<file path="config.mk">
export PLATFORM = sky130hd
export DESIGN_NAME = sync_req_queue
export DESIGN_NICKNAME = d
export VERILOG_FILES = /design/src/rtl/sync_req_queue.sv
export SDC_FILE = /design/constraint.sdc
export NUM_CORES = 1
export LEC_CHECK = 0
export CAP_MARGIN = 20
export CORE_AREA = 2 2 39 41
export DETAILED_ROUTE_END_ITERATION = 8
export DIE_AREA = 0 0 41 43
export GPL_ROUTABILITY_DRIVEN = 0
export SLEW_MARGIN = 20
export SYNTH_ARGS = -nofsm -noshare
export SYNTH_HDL_FRONTEND = slang
export SYNTH_SLANG_ARGS = --single-unit
</file>
<file path="constraint.sdc">
create_clock -name clk_a -period 4.95 [get_ports clk_a]
set_input_delay 0.99 -clock clk_a [delete_from_list [all_inputs] [get_ports clk_a]]
set_output_delay 0.99 -clock clk_a [all_outputs]
set_load 0.005 [all_outputs]
</file>
<file path="src/rtl/sync_req_queue.sv">
// sync_req_queue
//   Collects single-cycle event requests into a saturating pending counter and
//   drains them one at a time into a downstream sync-with-ack stage. Each
//   transfer is a one-cycle a_vld_out pulse. The next transfer waits until the
//   downstream stage has dropped a_rdy_in and raised it again.
//
// Ports
//   clk_a        : sole clock, all state updates on its rising edge
//   a_reset_in   : asynchronous active-low reset
//   a_evt_in     : one event requested per rising edge at which it is high
//   a_rdy_in     : downstream synchronizer idle indication
//   a_clr_ovf_in : clears the sticky overflow flag
//   a_vld_out    : registered single-cycle transfer pulse
//   a_pend_out   : current pending-event count (CNT_W bits)
//   a_ovf_out    : sticky flag, set when an event is dropped
//   a_busy_out   : high whenever the handshake FSM is not in IDLE
module sync_req_queue #(
  parameter int CNT_W = 4
) (
  input  logic             clk_a,
  input  logic             a_reset_in,
  input  logic             a_evt_in,
  input  logic             a_rdy_in,
  input  logic             a_clr_ovf_in,
  output logic             a_vld_out,
  output logic [CNT_W-1:0] a_pend_out,
  output logic             a_ovf_out,
  output logic             a_busy_out
);

  typedef enum logic [1:0] {
    IDLE,
    SENT,
    BUSY
  } state_t;

  localparam logic [CNT_W-1:0] PEND_MAX = '1;
  localparam logic [CNT_W-1:0] PEND_ONE = CNT_W'(1);

  state_t           state;
  logic [CNT_W-1:0] pend;
  logic             dec;
  logic             drop;

  // A transfer is launched only from IDLE with something pending and the
  // downstream stage idle; that same edge consumes one pending event.
  always_comb begin
    dec  = 1'b0;
    drop = 1'b0;
    dec  = (state == IDLE) && (pend != '0) && a_rdy_in;
    // An event is lost only when the counter is full and nothing drains.
    drop = a_evt_in && !dec && (pend == PEND_MAX);
  end

  always_ff @(posedge clk_a or negedge a_reset_in) begin
    if (!a_reset_in) begin
      state     <= IDLE;
      pend      <= '0;
      a_vld_out <= 1'b0;
      a_ovf_out <= 1'b0;
    end else begin
      a_vld_out <= dec;

      case (state)
        IDLE:    if (dec)       state <= SENT;
        SENT:    if (!a_rdy_in) state <= BUSY;
        BUSY:    if (a_rdy_in)  state <= IDLE;
        default:                state <= IDLE;
      endcase

      // Event plus decrement on the same edge cancel out.
      case ({a_evt_in, dec})
        2'b10:   if (pend != PEND_MAX) pend <= pend + PEND_ONE;
        2'b01:   pend <= pend - PEND_ONE;
        default: pend <= pend;
      endcase

      // Overflow has priority over a clear on the same edge.
      if (drop)              a_ovf_out <= 1'b1;
      else if (a_clr_ovf_in) a_ovf_out <= 1'b0;
    end
  end

  assign a_pend_out = pend;
  assign a_busy_out = (state != IDLE);

endmodule

</file>
==> results.json, run 1 <==
{
  "dieArea_um2": 1760,
  "drc": 0,
  "grt_use_total": 0.119,
  "cp_top_family": "simple AND/OR/NAND/NOR gates",
  "slew_headroom": 0.579,
  "finalNonFillerCells": 72,
  "synthXorXnorAreaFrac": 0.0395,
  "ys_top_cells_by_area": "dfrtp_1, ha_1, mux2_2, a21oi_1, fa_1",
  "drt-initial-drc-count": 2,
  "switching_share": 0.348,
  "cts_htree_levels": 1,
  "drt-pass1-iter-count": 2,
  "fin_skew_ns": 0.00398,
  "via_per_inst": 5.03,
  "worstSetupStartpointType": "input port",
  "end_kind": "flip-flop",
  "coreArea_um2": 1380,
  "rsz0062_at_grt": "no",
  "fmax_mhz": 307,
  "grt_start_max_net_pins": 9,
  "drv_slew": 0,
  "cp_num_buf_inv": 2,
  "die_y_um": 43,
  "syn2layout_area_growth_pct": 31.9,
  "cts_resized": 0,
  "internal_power_uw": 211,
  "min_path_type": "reg -> reg",
  "synth_adder_area_share": 0.102,
  "portBuffers": 11,
  "synth_area_um2": 443,
  "crit_chain": "clkdlybuf4s50_1 -> or3b_4 -> or3_1 -> inv_1 -> ha_1 -> a21oi_1 -> nand2_1 -> mux2_2 -> o22ai_1",
  "cts_buffer_depth": 2,
  "tns_ns": 0,
  "clockPowerShare": 0.146,
  "synth_cell_types": 22,
  "finalPower_uw": 323,
  "yosys.area_share.simple": 0.141,
  "synth_top_area_frac": 0.452,
  "switching_power_uw": 113,
  "clock_latency_ns": 0.25,
  "synth_warnings": 0,
  "maxCapViolCount": 0,
  "wl_per_cell_um": 11.8,
  "yosys-top-cells-count": "dfrtp_1, inv_1, a21oi_1",
  "synth_enable_flop_cells": 0,
  "dp_cells": 69,
  "syn-num-nets": 51,
  "antenna_left": 0,
  "combPwrFrac": 0.486,
  "busiest_layer": "met2",
  "hpwl_um": 672,
  "cp_max_fo": 8,
  "crit_path_max_incr_delay_ns": 0.50,
  "met2_usage": 0.159,
  "gr-usage-met1": 0.150,
  "synth-main-ff-cell": "dfrtp_1",
  "worst_ep_arrival_time_ns": 3.42,
  "clock-sinks": 8,
  "setup_viol": 0,
  "slowest_stage": "clkdlybuf4s50_1",
  "use_met3": 0.0628,
  "clockRootBuffer": "clkbuf_4",
  "synth.avg_cell_area_um2": 10.3,
  "seq_area_frac_synth": 0.452,
  "synth-seq-cells": 8,
  "drive_gt1_frac": 0.125,
  "rrSetupSlack_ns": 2.37,
  "synth_area_leader_cell": "dfrtp_1",
  "die_width_um": 41,
  "cts_tree": "yes",
  "num_rows": 14,
  "postCtsHoldBufs": 0,
  "ir_worst_vdd_uv": 199,
  "cts_buffers": 3,
  "antenna_found_initial": 0,
  "grt_remaining_overflow": 0,
  "n_antenna_cell": 0,
  "synthCells": 43,
  "synthMuxAreaShare": 0.0508,
  "critical_path_class": "in -> reg",
  "power_frac_seq": 0.368,
  "synthArstFlopShare": 1.00,
  "powerDensity_nw_per_um2": 553,
  "finalHoldViolations": 0,
  "cp.required_ns": 5.11,
  "period_minus_slack_ns": 3.26,
  "clk_pin_slew_ns": 0.05,
  "fin_nets": 66,
  "route.vias.total": 362,
  "leakagePower_uw": 0.000260,
  "drt_wl_total_um": 850,
  "initial_utilization": 0.320,
  "worst_pin_slew_ns": 0.626,
  "grt_pass1_vias": 306,
  "synth_compound_gate_area_share": 0.147,
  "yosysMostFrequentCell": "dfrtp_1",
  "period_share": 0.658,
  "boundaryPins": 12,
  "status": "finished, final reports clean",
  "synth_top_family_by_area": "compound AO/OA/AOI/OAI gates",
  "grt_pass1_wl_um": 1320,
  "post-cts-setup-buffers": 0
}
==> worst reg2reg max path, stage by stage (launching register included) <==
cell	delay, ns
dfrtp_1	0.43
nor4_1	0.60
or3_1	0.34
inv_1	0.10
ha_1	0.33
a21oi_1	0.19
nand2_1	0.09
mux2_2	0.27
o22ai_1	0.15
==> final cells by class <==
cell class,count,area [um2]
clock buffers,3,22.5
fillers,143,800
inverters,5,18.8
multi-input cells,29,213
flip-flops and latches,8,200
well taps,16,20.0
repair buffers,11,110
==> per-layer routing <==
layer  share of wire  vias up
met5               0        -
met4           0.016        0
met3           0.059        2
met2            0.45       10
met1            0.47      168
li1                -      182
==> sequential cells by signal (all words and copies together), names as in the netlist <==
name	count
a_vld_out	1
state	2
a_ovf_out	1
a_pend_out	4
==> per-stage QoR <==
step	util	setup slack, ns	cell area, um2	hold WS, ns
2_1_floorplan	-	2.11	443	0.503
3_3_place_gp	0.406	1.51	562	0.513
3_5_place_dp	0.406	1.41	562	0.523
4_1_cts	0.422	1.68	584	0.531
5_1_grt	0.422	1.62	584	0.556
6_report	0.422	1.69	584	0.525
==> cells by family (layout without fill, tap and decap cells) <==
family,count (synthesis),after routing
adder cells (fa/ha/maj),3,3
AND/OR/NAND/NOR,11,11
flip-flops,8,8
multiplexers,2,2
AO/OA/AOI/OAI,11,11
buffers and inverters,6,19
XOR/XNOR,2,2
==> layout by cell type, fill, tap and decap left out, types with 2 or more instances in the layout <==
| master | count |
|---|---|
| ha_1 | 2 |
| inv_1 | 5 |
| clkdlybuf4s50_1 | 11 |
| nor2_1 | 2 |
| a21oi_1 | 4 |
| nand2_1 | 2 |
| mux2_2 | 2 |
| o21ai_0 | 2 |
| o22ai_1 | 2 |
| clkbuf_4 | 3 |
| dfrtp_1 | 8 |
| xnor2_1 | 2 |
==> power by group through the flow <==
stage | sequential, uW | clock [uW] | combinational [uW]
2_1_floorplan | 115 | 0 | 94.0
3_3_place_gp | 119 | 0 | 155
3_5_place_dp | 121 | 0 | 159
4_1_cts | 120 | 50.2 | 160
5_1_grt | 126 | 53.9 | 177
6_report | 119 | 47.1 | 157
==> worst paths after layout <==
path,from,endpoint,cells after the start
setup / recovery,a_rdy_in,a_pend_out[3]$_DFFE_PN0P_,9
hold / removal,a_ovf_out$_DFFE_PN0P_,a_ovf_out$_DFFE_PN0P_,2
setup reg to reg,a_pend_out[1]$_DFFE_PN0P_,a_pend_out[3]$_DFFE_PN0P_,8
hold reg to reg,a_ovf_out$_DFFE_PN0P_,a_ovf_out$_DFFE_PN0P_,2
max in group asynchronous,a_reset_in,state[0]$_DFFE_PN0P_,1
min in group asynchronous,a_reset_in,a_ovf_out$_DFFE_PN0P_,1
Power figures use the tool's default switching activity.
==> inputs of run 2 (changes only) <==
==> constraint.sdc (replaced) <==
create_clock -name clk_a -period 2.7 [get_ports clk_a]
set_input_delay 0.54 -clock clk_a [delete_from_list [all_inputs] [get_ports clk_a]]
set_output_delay 0.54 -clock clk_a [all_outputs]
set_load 0.005 [all_outputs]
==> results.json, run 2 (same netlist as run 1, synthesis figures left out) <==
{
  "antenna_found_initial": 0,
  "drc": 0,
  "clockRootBuffer": "clkbuf_4",
  "end_kind": "flip-flop",
  "coreArea_um2": 1380,
  "cts_htree_levels": 1,
  "antenna_left": 0,
  "period_minus_slack_ns": 2.58,
  "grt_use_total": 0.145,
  "fin_area_um2": 648,
  "portBuffers": 11,
  "critical_path_class": "in -> reg",
  "drt-pass1-iter-count": 4,
  "rsz0062_at_grt": "no",
  "finalNonFillerCells": 80,
  "die_y_um": 43,
  "rrSetupSlack_ns": 0.46,
  "layout_common_cells": "clkdlybuf4s50_1, dfrtp_1, buf_4, inv_1",
  "fmax_mhz": 388,
  "leakagePower_uw": 0.000299,
  "n_antenna_cell": 0,
  "wl_per_cell_um": 12.3,
  "fin_skew_ns": 0.00548,
  "cp_max_fo": 3,
  "setup_viol": 0,
  "initial_utilization": 0.320,
  "worst_pin_slew_ns": 0.389,
  "slew_headroom": 0.740,
  "dp_cells": 77,
  "maxCapViolCount": 0,
  "drv_slew": 0,
  "crit_path_max_incr_delay_ns": 0.47,
  "cts_buffer_depth": 2,
  "startpoint": "a_rdy_in",
  "grt_pass1_wl_um": 1620,
  "status": "finished, final reports clean",
  "period_share": 0.956,
  "min_path_type": "reg -> reg",
  "cts_buffers": 3,
  "worstReg2RegStart": "a_pend_out[1]$_DFFE_PN0P_",
  "largest_reg_flops": 4,
  "route.vias.total": 398,
  "final_util": 0.468,
  "min_from": "a_ovf_out$_DFFE_PN0P_",
  "cp.required_ns": 2.87,
  "post-cts-setup-buffers": 0,
  "clock-sinks": 8,
  "layout_commonest_cell": "clkdlybuf4s50_1",
  "drt_wl_total_um": 985,
  "dieArea_um2": 1760,
  "placedInstanceArea_um2": 622,
  "cp_num_buf_inv": 2,
  "ir_worst_vdd_uv": 419,
  "num_rows": 14,
  "drt-initial-drc-count": 3,
  "hpwl_um": 769,
  "cts_tree": "yes",
  "boundaryPins": 12,
  "die_width_um": 41,
  "worstSetupStartpointType": "input port",
  "powerDensity_nw_per_um2": 988,
  "finalHoldViolations": 0,
  "grt_remaining_overflow": 0,
  "fin_nets": 74,
  "grt_start_max_net_pins": 9,
  "syn2layout_area_growth_pct": 46.3,
  "grt_pass1_vias": 394,
  "slowest_stage": "clkdlybuf4s50_1",
  "cp_top_family": "simple AND/OR/NAND/NOR gates",
  "drive_gt1_frac": 0.250,
  "clock_latency_ns": 0.25,
  "worst_ep_arrival_time_ns": 2.75,
  "via_per_inst": 4.98,
  "clk_pin_slew_ns": 0.06,
  "crit_chain": "clkdlybuf4s50_1 -> or3b_4 -> or3_1 -> inv_1 -> ha_1 -> a21oi_2 -> nand2_1 -> mux2_2 -> o22ai_1"
}
## run 2: path summary, 6_finish.rpt
path	to	depth (start not counted)
setup / recovery	a_pend_out[3]$_DFFE_PN0P_	9
hold / removal	a_ovf_out$_DFFE_PN0P_	2
setup reg to reg	a_pend_out[3]$_DFFE_PN0P_	10
hold reg to reg	a_ovf_out$_DFFE_PN0P_	2
max in group asynchronous	a_pend_out[0]$_DFFE_PN0P_	1
min in group asynchronous	a_ovf_out$_DFFE_PN0P_	1
## run 2: layout make-up
class	instances	area (um2)
Multi-Input combinational cell	29	216
Clock buffer	3	22.5
Sequential cell	8	200
Inverter	5	18.8
Tap cell	16	20.0
Timing Repair Buffer	19	170
Fill cell	143	736
## run 2: where the power goes
part / total [uW] / internal (uW) / switching, uW
sequential: 216 / 165 / 50.5
combinational: 333 / 202 / 131
clock: 91.8 / 50.9 / 40.9
## run 2: worst reg2reg max path, cell delays in order, from the launching register on
cell and delay (ns):
dfrtp_1 0.42, nor4_1 0.32, buf_4 0.19, or3_1 0.12, inv_1 0.06, buf_4 0.13
ha_1 0.26, nand3_1 0.09, nand2_1 0.10, mux2_2 0.33, o22ai_1 0.15
## run 2: what timing repair did
item                                    in CTS  in global routing
gates resized for setup                      0                  1
endpoints found under the setup margin       0                  1
hold buffers                                 0                  0
## run 2: metrics by stage
| stage | TNS [ns] | hold WS (ns) | worst slack, ns | power, uW |
|---|---|---|---|---|
| detailed placement | -0.253 | 0.533 | -0.161 | 551 |
| floorplan | 0 | 0.244 | 0.313 | 384 |
| global route | 0 | 0.567 | 0.0357 | 705 |
| global placement | -0.155 | 0.511 | -0.0949 | 539 |
| finish | 0 | 0.536 | 0.119 | 640 |
| CTS | 0 | 0.542 | 0.0849 | 647 |
## run 2: routing by layer
metal / vias up / global-route usage / part of all wire
li1: 193 / - / -
met1: 190 / 0.167 / 0.42
met2: 11 / 0.216 / 0.49
met3: 4 / 0.0785 / 0.065
met4: 0 / 0.0600 / 0.020
met5: - / 0 / 0
